`config.mk`:
```
export PLATFORM = sky130hd
export DESIGN_NAME = dot_accum_flat
export DESIGN_NICKNAME = d
export VERILOG_FILES = /design/src/rtl/dot_accum_if.sv /design/src/rtl/dot_accum.sv /design/src/flat_wrapper.sv
export SDC_FILE = /design/constraint.sdc
export NUM_CORES = 1
export LEC_CHECK = 0
export ABC_AREA = 1
export BUFFER_PORTS_ARGS = -buffer_cell sky130_fd_sc_hd__buf_2
export CAP_MARGIN = 25
export CORE_MARGIN = 2
export CORE_UTILIZATION = 40
export DETAILED_ROUTE_END_ITERATION = 16
export HOLD_SLACK_MARGIN = 0.1
export RECOVER_POWER = 100
export SYNTH_ARGS = -nofsm -noshare
export SYNTH_HDL_FRONTEND = slang
export SYNTH_SLANG_ARGS = --single-unit
```
`constraint.sdc`:
```
create_clock -name clk -period 8.7 [get_ports clk]
set_input_delay 2.61 -clock clk [delete_from_list [all_inputs] [get_ports clk]]
set_output_delay 2.61 -clock clk [all_outputs]
set_load 0.01 [all_outputs]
```
`src/rtl/dot_accum_if.sv`:
```
// -----------------------------------------------------------------------------
// dot_accum_if
//   Bundles the beat-side and result-side handshakes of dot_accum.
//
//   Handshake rule (both channels): a transfer happens on the rising edge
//   where valid & ready are both 1. The producer holds its payload stable
//   while valid & !ready. ready may depend combinationally on the other
//   side's signals, valid never depends on ready.
//
//   Signals
//     in_valid   upstream presents a beat on the multiplier a/b this cycle
//     in_last    the beat closes a frame
//     in_ready   dot_accum can absorb the product of this beat
//     prod       multiplier output, unsigned, arrives MUL_LAT edges later
//     out_valid  result register holds a completed frame
//     out_ready  consumer takes the result
//     out_data   frame sum, saturated
//     out_ovf    frame sum saturated
//     out_count  beats in frame, saturating at 16'hFFFF
//
//   Modports
//     slave   the dot_accum side
//     master  the environment side (beat source, multiplier, result sink)
// -----------------------------------------------------------------------------
interface dot_accum_if #(
  parameter int PROD_W = 32,
  parameter int ACC_W  = 40
);
  logic              in_valid;
  logic              in_last;
  logic              in_ready;
  logic [PROD_W-1:0] prod;
  logic              out_valid;
  logic              out_ready;
  logic [ACC_W-1:0]  out_data;
  logic              out_ovf;
  logic [15:0]       out_count;

  modport slave (
    input  in_valid,
    input  in_last,
    input  prod,
    input  out_ready,
    output in_ready,
    output out_valid,
    output out_data,
    output out_ovf,
    output out_count
  );

  modport master (
    output in_valid,
    output in_last,
    output prod,
    output out_ready,
    input  in_ready,
    input  out_valid,
    input  out_data,
    input  out_ovf,
    input  out_count
  );
endinterface

```
`src/rtl/dot_accum.sv`:
```
// -----------------------------------------------------------------------------
// dot_accum
//   Consumer of a fixed-latency multiplier product stream. Tracks each
//   accepted beat through the multiplier latency with a {valid,last} delay
//   line, accumulates the products of a frame into a saturating unsigned sum
//   and presents the finished frame on a valid/ready result register.
//
//   The multiplier cannot stall, so in_ready is withheld whenever a product
//   could arrive with nowhere to go: while the result register is full and
//   not being taken, and while a frame-closing beat is still in flight.
//
//   Ports
//     clk          system clock, rising edge
//     rst_n        synchronous active-low reset
//     bus          dot_accum_if.slave (beat handshake, prod, result handshake)
//     o_dbg_state  1 while a frame is open (ACCUM), 0 in IDLE
//
//   Parameters
//     PROD_W   product width
//     ACC_W    accumulator / result width, > PROD_W
//     MUL_LAT  edges from beat acceptance to product consumption, >= 1
// -----------------------------------------------------------------------------
module dot_accum #(
  parameter int PROD_W  = 32,
  parameter int ACC_W   = 40,
  parameter int MUL_LAT = 2
) (
  input  logic        clk,
  input  logic        rst_n,
  dot_accum_if.slave  bus,
  output logic        o_dbg_state
);

  generate
    if (ACC_W <= PROD_W) begin : g_bad_acc_w
      $error("dot_accum: ACC_W must be greater than PROD_W");
    end
    if (MUL_LAT < 1) begin : g_bad_lat
      $error("dot_accum: MUL_LAT must be at least 1");
    end
  endgenerate

  typedef enum logic {
    IDLE  = 1'b0,
    ACCUM = 1'b1
  } state_t;

  state_t             r_state;

  // Delay line: index 0 is written on the accepting edge, index MUL_LAT-1
  // qualifies prod on the following edge.
  logic [MUL_LAT-1:0] r_dl_valid;
  logic [MUL_LAT-1:0] r_dl_last;

  logic [ACC_W-1:0]   r_acc;
  logic [15:0]        r_cnt;
  logic               r_ovf;

  logic               r_out_valid;
  logic [ACC_W-1:0]   r_out_data;
  logic               r_out_ovf;
  logic [15:0]        r_out_count;

  logic               w_accept;
  logic               w_any_last;
  logic               w_fin_valid;
  logic               w_fin_last;
  logic [ACC_W-1:0]   w_prod_ext;
  logic [ACC_W-1:0]   w_acc_base;
  logic [ACC_W:0]     w_sum_full;
  logic               w_ovf_next;
  logic [ACC_W-1:0]   w_acc_next;
  logic [15:0]        w_cnt_base;
  logic [15:0]        w_cnt_next;
  logic               w_take;

  // ---------------------------------------------------------------------------
  // Handshakes
  // ---------------------------------------------------------------------------
  // A last beat in flight blocks new beats until its result has been loaded,
  // which guarantees the result register is empty when that last arrives.
  assign w_any_last   = |r_dl_last;
  assign bus.in_ready = rst_n & ~(r_out_valid & ~bus.out_ready) & ~w_any_last;
  assign w_accept     = bus.in_valid & bus.in_ready;
  assign w_take       = r_out_valid & bus.out_ready;

  assign w_fin_valid  = r_dl_valid[MUL_LAT-1];
  assign w_fin_last   = r_dl_last[MUL_LAT-1];

  // ---------------------------------------------------------------------------
  // Accumulate datapath. In IDLE the frame starts from zero so the same adder
  // serves the first beat, middle beats and the closing beat.
  // ---------------------------------------------------------------------------
  assign w_prod_ext = ACC_W'(bus.prod);
  assign w_acc_base = (r_state == ACCUM) ? r_acc : '0;
  assign w_sum_full = {1'b0, w_acc_base} + {1'b0, w_prod_ext};

  // Saturation is sticky: once the frame has overflowed, every later sum
  // stays at all ones regardless of the incoming product.
  assign w_ovf_next = ((r_state == ACCUM) & r_ovf) | w_sum_full[ACC_W];
  assign w_acc_next = w_ovf_next ? '1 : w_sum_full[ACC_W-1:0];

  assign w_cnt_base = (r_state == ACCUM) ? r_cnt : 16'd0;
  assign w_cnt_next = (w_cnt_base == 16'hFFFF) ? 16'hFFFF : w_cnt_base + 16'd1;

  // ---------------------------------------------------------------------------
  // Delay line, frame FSM and result register
  // ---------------------------------------------------------------------------
  always_ff @(posedge clk) begin
    if (!rst_n) begin
      r_dl_valid  <= '0;
      r_dl_last   <= '0;
      r_acc       <= '0;
      r_cnt       <= '0;
      r_ovf       <= 1'b0;
      r_state     <= IDLE;
      r_out_valid <= 1'b0;
      r_out_data  <= '0;
      r_out_ovf   <= 1'b0;
      r_out_count <= '0;
    end else begin
      // Only an accepted beat may mark a last, otherwise a refused last
      // would block in_ready for MUL_LAT cycles for nothing.
      r_dl_valid[0] <= w_accept;
      r_dl_last[0]  <= w_accept & bus.in_last;
      for (int i = 1; i < MUL_LAT; i++) begin
        r_dl_valid[i] <= r_dl_valid[i-1];
        r_dl_last[i]  <= r_dl_last[i-1];
      end

      if (w_take) begin
        r_out_valid <= 1'b0;
      end

      if (w_fin_valid) begin
        if (w_fin_last) begin
          // A load on the same edge as a take wins, keeping out_valid high.
          r_out_valid <= 1'b1;
          r_out_data  <= w_acc_next;
          r_out_ovf   <= w_ovf_next;
          r_out_count <= w_cnt_next;
          r_acc       <= '0;
          r_cnt       <= '0;
          r_ovf       <= 1'b0;
          r_state     <= IDLE;
        end else begin
          r_acc       <= w_acc_next;
          r_cnt       <= w_cnt_next;
          r_ovf       <= w_ovf_next;
          r_state     <= ACCUM;
        end
      end
    end
  end

  assign bus.out_valid = r_out_valid;
  assign bus.out_data  = r_out_data;
  assign bus.out_ovf   = r_out_ovf;
  assign bus.out_count = r_out_count;
  assign o_dbg_state   = (r_state == ACCUM);

endmodule

```
`src/flat_wrapper.sv`:
```
// flat-port wrapper written by rule: the top's interface ports become plain ports
module dot_accum_flat 
#(
  parameter int PROD_W  = 32,
  parameter int ACC_W   = 40,
  parameter int MUL_LAT = 2
)
  (clk, rst_n, o_dbg_state, bus_in_valid, bus_in_last, bus_prod, bus_out_ready, bus_in_ready, bus_out_valid, bus_out_data, bus_out_ovf, bus_out_count);
  dot_accum_if #(.PROD_W(PROD_W), .ACC_W(ACC_W)) bus_i ();
  input  logic clk;
  input  logic rst_n;
  output logic o_dbg_state;
  input wire logic [$bits(bus_i.in_valid)-1:0] bus_in_valid;
  input wire logic [$bits(bus_i.in_last)-1:0] bus_in_last;
  input wire logic [$bits(bus_i.prod)-1:0] bus_prod;
  input wire logic [$bits(bus_i.out_ready)-1:0] bus_out_ready;
  output wire logic [$bits(bus_i.in_ready)-1:0] bus_in_ready;
  output wire logic [$bits(bus_i.out_valid)-1:0] bus_out_valid;
  output wire logic [$bits(bus_i.out_data)-1:0] bus_out_data;
  output wire logic [$bits(bus_i.out_ovf)-1:0] bus_out_ovf;
  output wire logic [$bits(bus_i.out_count)-1:0] bus_out_count;
  assign bus_i.in_valid = bus_in_valid;
  assign bus_i.in_last = bus_in_last;
  assign bus_i.prod = bus_prod;
  assign bus_i.out_ready = bus_out_ready;
  assign bus_in_ready = bus_i.in_ready;
  assign bus_out_valid = bus_i.out_valid;
  assign bus_out_data = bus_i.out_data;
  assign bus_out_ovf = bus_i.out_ovf;
  assign bus_out_count = bus_i.out_count;
  dot_accum #(.PROD_W(PROD_W), .ACC_W(ACC_W), .MUL_LAT(MUL_LAT)) u_core (.clk(clk), .rst_n(rst_n), .bus(bus_i), .o_dbg_state(o_dbg_state));
endmodule
```
==> Yosys cells after proc, flatten, opt, wreduce, memory -nomap -nowiden <==
Index checks and enable logic that the tools add are counted.
{ "totals": {"ff_bits": 120, "in_bits": 37, "output_inout_bits": 60, "elab_cells": 37} }
{ "classes": {"addsub": 2, "n_eq_ne": 1, "n_mux": 11, "bitwise_logic": 11, "n_reduce_logical": 2} }
{ "ops": {"columns": ["op", "count"], "rows": [
  ["$mux W40", 3],
  ["$mux W16", 3],
  ["$add A40 B32 Y41", 1],
  ["$add A16 B1 Y16 const B", 1],
  ["$eq A16 B16 Y1 const B", 1],
  ["$and A1 B1 Y1", 7],
  ["$mux W1", 5],
  ["$not A1 Y1", 3],
  ["$reduce_and A2 Y1", 1],
  ["$reduce_or A2 Y1", 1],
  ["$or A1 B1 Y1", 1]
]} }

==> Logic depth before layout (Yosys ltp) <==
Gate-level depths: netlist (run 1).
{ "depth": {"ltp_word": 7, "depth_mapped": 23} }

==> Least setup slack after synthesis (run 1) <==
OpenSTA, ideal clock, no wires.
{ "synth_timing": {"path_type": "input to output", "startpoint": "input rst_n", "endpoint": "output bus_in_ready", "t_arrival_ns": 3.241, "path_slack_ns": 2.849, "cell_stages": 2, "n_path_buf": 0, "path_cell_list": "clkinv_1 > nor4_1"} }
{ "synth_between": {"elab_chain_len": 2} }
{ "synth_lines": {"columns": ["item", "line", "source"], "rows": [
  ["start: declaration", "flat_wrapper.sv:11", "input logic rst_n;"],
  ["$and A1 B1 Y1 (2 in a row)", "dot_accum.sv:83", "assign bus.in_ready = rst_n & ~(r_out_valid & ~bus.out_ready) & ~w_any_last;"],
  ["end: declaration", "flat_wrapper.sv:17", "output wire logic [$bits(bus_i.in_ready)-1:0] bus_in_ready;"]
]} }
Every way passes these cells.

==> results.yml, run 1 <==
status:
  status: "finished, violations left"
  failed_checks: "capacitance limit, slew limit"
routing:
  routedWlPerCell_um: 14.3
  detail-route-antenna-nets: 0
  viasPerCell: 4.82
  via_count: 7780
  drtIter0Drc: 478
  drc_errors: 0
  wl_mm: 23.1
  first_pass_iters: 4
timing:
  finalHoldViolCount: 0
  period_needed_ps: 6630
  min_period_over_period_pct: 76.2
  tns_ps: 0
  fin_ws_ps: 2070
  fin_worst_skew_ps: 9.90
  fmax_mhz: 151
  relSlewSlack_pct: -118
  tightest_slew_ps: 3260
  slew_violations: 142
  rsz0062_at_grt: "no"
  setup_viol: 0
global_route:
  grt_pass1_wl_mm: 37.3
  antenna_found_initial: 0
  grt_max_degree: 61
  track_usage_pct: 23.0
  grt_overflow: 0
  grt_pass1_vias: 7359
final_layout:
  drive_above_1_share_pct: 8.60
  syn2layout_area_growth_pct: 14.8
  antenna_cells: 0
  nets: 1407
  fill_cells: 2133
  final_area_sq_mm: 0.00902
pwr:
  switching_share_pct: 26.3
  p_leak_nw: 4.57
  vdd_ir_drop_max_mv: 0.131
  internal_power_mw: 1.04
  seqPwrFrac_pct: 39.6
  power.share.clock_pct: 53.5
  power_mw: 1.42
  power.density_mw_per_mm2: 157
  p_switching_mw: 0.373
  pwr-share-comb_pct: 6.9
critical_path:
  crit_end: "u_core.bus.out_count[3]$_SDFFE_PN0P_"
  worstPathArrival_ps: 6950
  reg2reg_to: "u_core.r_acc[25]$_SDFFE_PN0P_"
  r2r-start: "u_core.o_dbg_state$_SDFFE_PN0P_"
  crit_fanout: 60
  cp.required_ps: 9020
  regToRegSetupSlack_ps: 2340
  critPathCaptureType: "flip-flop"
  startpoint: "rst_n"
  rr_worst_depth: 17
  worst_setup_path_start_kind: "primary input"
  worstSetupPathType: "primary input to flip-flop"
synthesis:
  async_reset_ff_share_pct: 0
  synth_area_sq_mm: 0.00786
  ys_ff_latch: 120
  synth.avg_cell_area_sq_um: 6.26
  synthCells: 1256
  synthTopCellsByArea: "dfxtp_1 (31%), nand2_1 (24%), inv_1 (8.2%)"
  synth_commonest_cells: "nand2_1 (496), inv_1 (171), dfxtp_1 (120)"
  synth_seq_area_share_pct: 30.6
  yosysWarnings: 0
  yosys.area.top_type_share_pct: 30.6
  synth_edf_count: 0
  ys_types: 37
  synth.most_common_cell: "nand2_1"
  yosysTopAreaCell: "dfxtp_1"
  syn_nets: 1327
  synth_flop_cell: "dfxtp_1"
clocking:
  post_cts_buffers: 0
  clk_latency_ps: 440
  cts_made_buffers: 17
  clk_pin_slew_ps: 60
  clk_path_buf_depth: 2
  cts.repair.resized: 0
  cts-root-buf: "clkbuf_16"
  cts_tree: "built"
  clock_sinks: 120
  postCtsHoldBufs: 0
  htreeDepth: 4
worst_hold_path:
  min_path_type: "flip-flop to flip-flop"
placement:
  gp_congestion: 0.935
  placed_cell_area_sq_mm: 0.00852
  portBuffers: 96
  pre_cts_slack_ps: 2810
  dpl.hpwl_mm: 16.8
die:
  ioPinCount: 97
  row_count: 51
  start_util_pct: 40.5
  fp.dieH_um: 144
  core_area_sq_mm: 0.0194
  die_area_sq_mm: 0.0208
  die_x_um: 144
flow_run:
  max_cap_viol_count: 3
[power groups by stage]
stage / Clock [mW] / Combinational (mW) / Sequential, mW
6_report: 0.758 / 0.0981 / 0.561
5_1_grt: 0.787 / 0.110 / 0.562
4_1_cts: 0.767 / 0.0996 / 0.561
3_5_place_dp: 0 / 0.0989 / 0.574
3_3_place_gp: 0 / 0.0987 / 0.573
2_1_floorplan: 0 / 0.0688 / 0.572
[state kept, by name, summed over array words and instances (netlist names)]
| signal | count |
|---|---|
| u_core.r_cnt | 16 |
| u_core.r_ovf | 1 |
| u_core.bus.out_ovf | 1 |
| u_core.bus.out_valid | 1 |
| u_core.r_acc | 40 |
| u_core.r_dl_last | 2 |
| u_core.r_dl_valid | 2 |
| u_core.o_dbg_state | 1 |
| u_core.bus.out_data | 40 |
| u_core.bus.out_count | 16 |
[per-stage QoR]
stage,util [%],hold WS (ps),std cells
floorplan,-,390,1256
global placement,43.9,421,1582
detailed placement,43.9,407,1582
CTS,47.1,421,1614
global route,46.5,458,1614
finish,46.5,420,1614
[cell usage in the layout, fill, tap and decap left out, drive strengths merged, types with 19 or more instances in the layout]
cell type,netlist,layout
clkbuf,29,80
inv,172,178
nand3,78,78
nand2,507,507
xnor2,19,19
a21oi,83,83
buf,13,40
a22o,38,38
dfxtp,120,120
ha,33,33
nor2,112,112
[cell type report]
type	count	area [sq um]	share of cell area (%)
Clock buffer	17	425	4.72
Timing Repair Buffer	103	447	4.95
Inverter	173	649	7.20
Tap cell	265	332	3.68
Sequential cell	120	2400	26.6
Multi-Input combinational cell	921	4570	50.7
Clock inverter	15	189	2.10
[worst max-delay path: stages]
cell and delay [ps]:
clkbuf_1 110, clkinv_1 70, clkbuf_1 2300, nor2_4 610
clkbuf_1 780, a22o_1 460
[how the worst min path moves through the flow]
stage                                          from                              end  slack, ps  cells past startpoint
floorplan           u_core.r_dl_valid[0]$_SDFF_PN0_  u_core.r_dl_valid[1]$_SDFF_PN0_        390                      2
global placement    u_core.r_dl_valid[0]$_SDFF_PN0_  u_core.r_dl_valid[1]$_SDFF_PN0_        420                      2
detailed placement  u_core.r_dl_valid[0]$_SDFF_PN0_  u_core.r_dl_valid[1]$_SDFF_PN0_        410                      2
CTS                 u_core.r_dl_valid[0]$_SDFF_PN0_  u_core.r_dl_valid[1]$_SDFF_PN0_        420                      2
global route         u_core.r_dl_last[0]$_SDFF_PN0_   u_core.r_dl_last[1]$_SDFF_PN0_        460                      2
finish              u_core.r_dl_valid[0]$_SDFF_PN0_  u_core.r_dl_valid[1]$_SDFF_PN0_        420                      2
[logic make-up (layout without fill, tap and decap cells)]
kind of cell	count (synthesis)	count (layout)	share of synthesized area (%)
buffers and inverters	215	308	11.1
AOI/OAI and AO/OA	141	141	11.0
xor gates and xnor gates	23	23	2.56
DFF	120	120	30.6
adders and majority gates	34	34	5.51
and+or+nand+nor	723	723	39.3
[per-layer routing]
layer	global-route usage, %	vias to the layer above	share of wire, %	routed length [um]
met3	4.04	21	5.7	1330
li1	-	4089	-	-
met1	32.5	3489	50	11400
met2	35.9	181	43	10000
met5	0	-	0	0
met4	6.39	0	1.3	296
(Power assumes the default switching activity.)
==> inputs of run 2 (changes only) <==
==> constraint.sdc (replaced) <==
create_clock -name clk -period 6 [get_ports clk]
set_input_delay 1.8 -clock clk [delete_from_list [all_inputs] [get_ports clk]]
set_output_delay 1.8 -clock clk [all_outputs]
set_load 0.01 [all_outputs]
==> run 2 against run 1 <==
Effect of this change:
- the flow still finishes with violations (capacitance limit, slew limit)
- sequential share of layout area is 0.30 points higher
- highest routed layer unchanged
- via count is 0.32% lower
- non-clock buffer count stayed put
- largest cell class unchanged
- cell count unchanged
- sequential power is 46% higher
- register-to-register slack got worse by 1100 ps
- clock power rose by 42%
- critical path depth fell by 4
==> results.yml, run 2 (synthesis results as in run 1) <==
flow_run:
  max_cap_viol_count: 2
final_layout:
  drive_above_1_share_pct: 6.97
  final_area_sq_mm: 0.00891
  antenna_cells: 0
  nets: 1407
  syn2layout_area_growth_pct: 13.5
  seq_area_sq_mm: 0.00240
  mostFrequentLayoutCells: "nand2_1 (501), inv_1 (170), dfxtp_1 (120)"
  multi_input_area_sq_mm: 0.00447
  fill_cells: 2175
  final_common_cell: "nand2_1"
placement:
  gp_congestion: 0.909
  placed_cell_area_sq_mm: 0.00852
  portBuffers: 96
  dpl.hpwl_mm: 17.1
routing:
  via_count: 7755
  met3WireLength_um: 994
  dr_wl_met2_mm: 9.99
  routed.top_layer: "met4"
  drc_errors: 0
  detail-route-antenna-nets: 0
  wl_mm: 23.1
  routedWlPerCell_um: 14.3
  first_pass_iters: 5
  viasPerCell: 4.80
  wl_met1_mm: 11.8
  drtIter0Drc: 448
die:
  die_area_sq_mm: 0.0208
  ioPinCount: 97
  core_area_sq_mm: 0.0194
  row_count: 51
  start_util_pct: 40.5
  die_x_um: 144
  fp.dieH_um: 144
timing:
  tightest_slew_ps: 2770
  fmax_mhz: 202
  slew_violations: 80
  relSlewSlack_pct: -85.0
  setup_viol: 0
  min_period_over_period_pct: 82.7
  finalHoldViolCount: 0
  tns_ps: 0
  rsz0062_at_grt: "no"
  fin_worst_skew_ps: 13.3
  period_needed_ps: 4960
  hold_ws_ps: 423
critical_path:
  cp_slowest_cell: "dfxtp_1"
  worstPathArrival_ps: 3160
  slowest_delay_ps: 1540
  cp.required_ps: 4200
  cp_cell_sequence: "clkbuf_1, clkbuf_1"
  critPathMostFrequentCell: "clkbuf_1"
  rr_worst_depth: 14
  crit_fanout: 42
  worst_setup_path_start_kind: "flip-flop"
  worstSetupPathType: "flip-flop to output pin"
  critPathCaptureType: "output pin"
pwr:
  p_leak_nw: 4.46
  p_switching_mw: 0.537
  seqPwrFrac_pct: 40.1
  power_mw: 2.03
  internal_power_mw: 1.50
  pwr-share-comb_pct: 6.8
  power.density_mw_per_mm2: 228
  switching_share_pct: 26.4
  vdd_ir_drop_max_mv: 0.178
  power.share.clock_pct: 53.0
clocking:
  postCtsHoldBufs: 0
  clk_latency_ps: 440
  clk_pin_slew_ps: 60
  clock_sinks: 120
  cts.repair.resized: 0
  clk_path_buf_depth: 2
  cts_tree: "built"
  htreeDepth: 4
  post_cts_buffers: 0
  cts_made_buffers: 17
  cts-root-buf: "clkbuf_16"
global_route:
  grt_overflow: 0
  grt_pass1_wl_mm: 37.5
  grt_max_degree: 61
  grt_pass1_vias: 7319
  track_usage_pct: 23.0
  antenna_found_initial: 0
status:
  failed_checks: "capacitance limit, slew limit"
  status: "finished, violations left"
worst_hold_path:
  min_path_type: "flip-flop to flip-flop"
  hold-path-cell-count: 2
-- run 2: changes by cell type in the layout (fill, tap and decap cells not counted), sizes merged --
cell      change
buf           +1
bufinv        -1
clkbuf        +1
clkinv        -2
clkinvlp      +1
-- run 2: area by class of cell --
type / instances / share of cell area [%]
Clock inverter: 13 / 1.78
Tap cell: 265 / 3.72
Timing Repair Buffer: 103 / 5.08
Sequential cell: 120 / 26.9
Clock buffer: 19 / 5.08
Inverter: 173 / 7.28
Multi-Input combinational cell: 921 / 50.1
-- run 2: worst max-delay path, delay by kind of cell (launching register included) --
family / cells / cell delay [ps]
buffers and inverters: 2 / 1180
flip-flops: 1 / 1540
-- run 2: final timing paths --
check                                  startpoint                              end  slack, ps
setup / recovery  u_core.o_dbg_state$_SDFFE_PN0P_                      o_dbg_state       1040
hold / removal    u_core.r_dl_valid[0]$_SDFF_PN0_  u_core.r_dl_valid[1]$_SDFF_PN0_        420
setup reg to reg  u_core.o_dbg_state$_SDFFE_PN0P_    u_core.r_cnt[15]$_SDFFE_PN0P_       1250
hold reg to reg   u_core.r_dl_valid[0]$_SDFF_PN0_  u_core.r_dl_valid[1]$_SDFF_PN0_        420
-- run 2: per-stage QoR --
stage / instances / utilization (%) / setup WS, ps
2_1_floorplan: 1256 / - / 1770
3_3_place_gp: 1582 / 43.9 / 1350
3_5_place_dp: 1582 / 43.9 / 1240
4_1_cts: 1614 / 47.1 / 1690
5_1_grt: 1614 / 46.0 / 765
6_report: 1614 / 46.0 / 1040
-- run 2: power groups by stage --
stage | logic (mW) | registers [mW] | clock network, mW
finish | 0.139 | 0.817 | 1.08
global route | 0.156 | 0.818 | 1.13
CTS | 0.143 | 0.817 | 1.10
detailed placement | 0.142 | 0.835 | 0
global placement | 0.142 | 0.834 | 0
floorplan | 0.0998 | 0.829 | 0
-- run 2: per-layer routing --
layer | vias up | global-route usage, %
li1 | 4095 | -
met1 | 3475 | 32.5
met2 | 164 | 36.3
met3 | 21 | 3.87
met4 | 0 | 5.88
met5 | - | 0
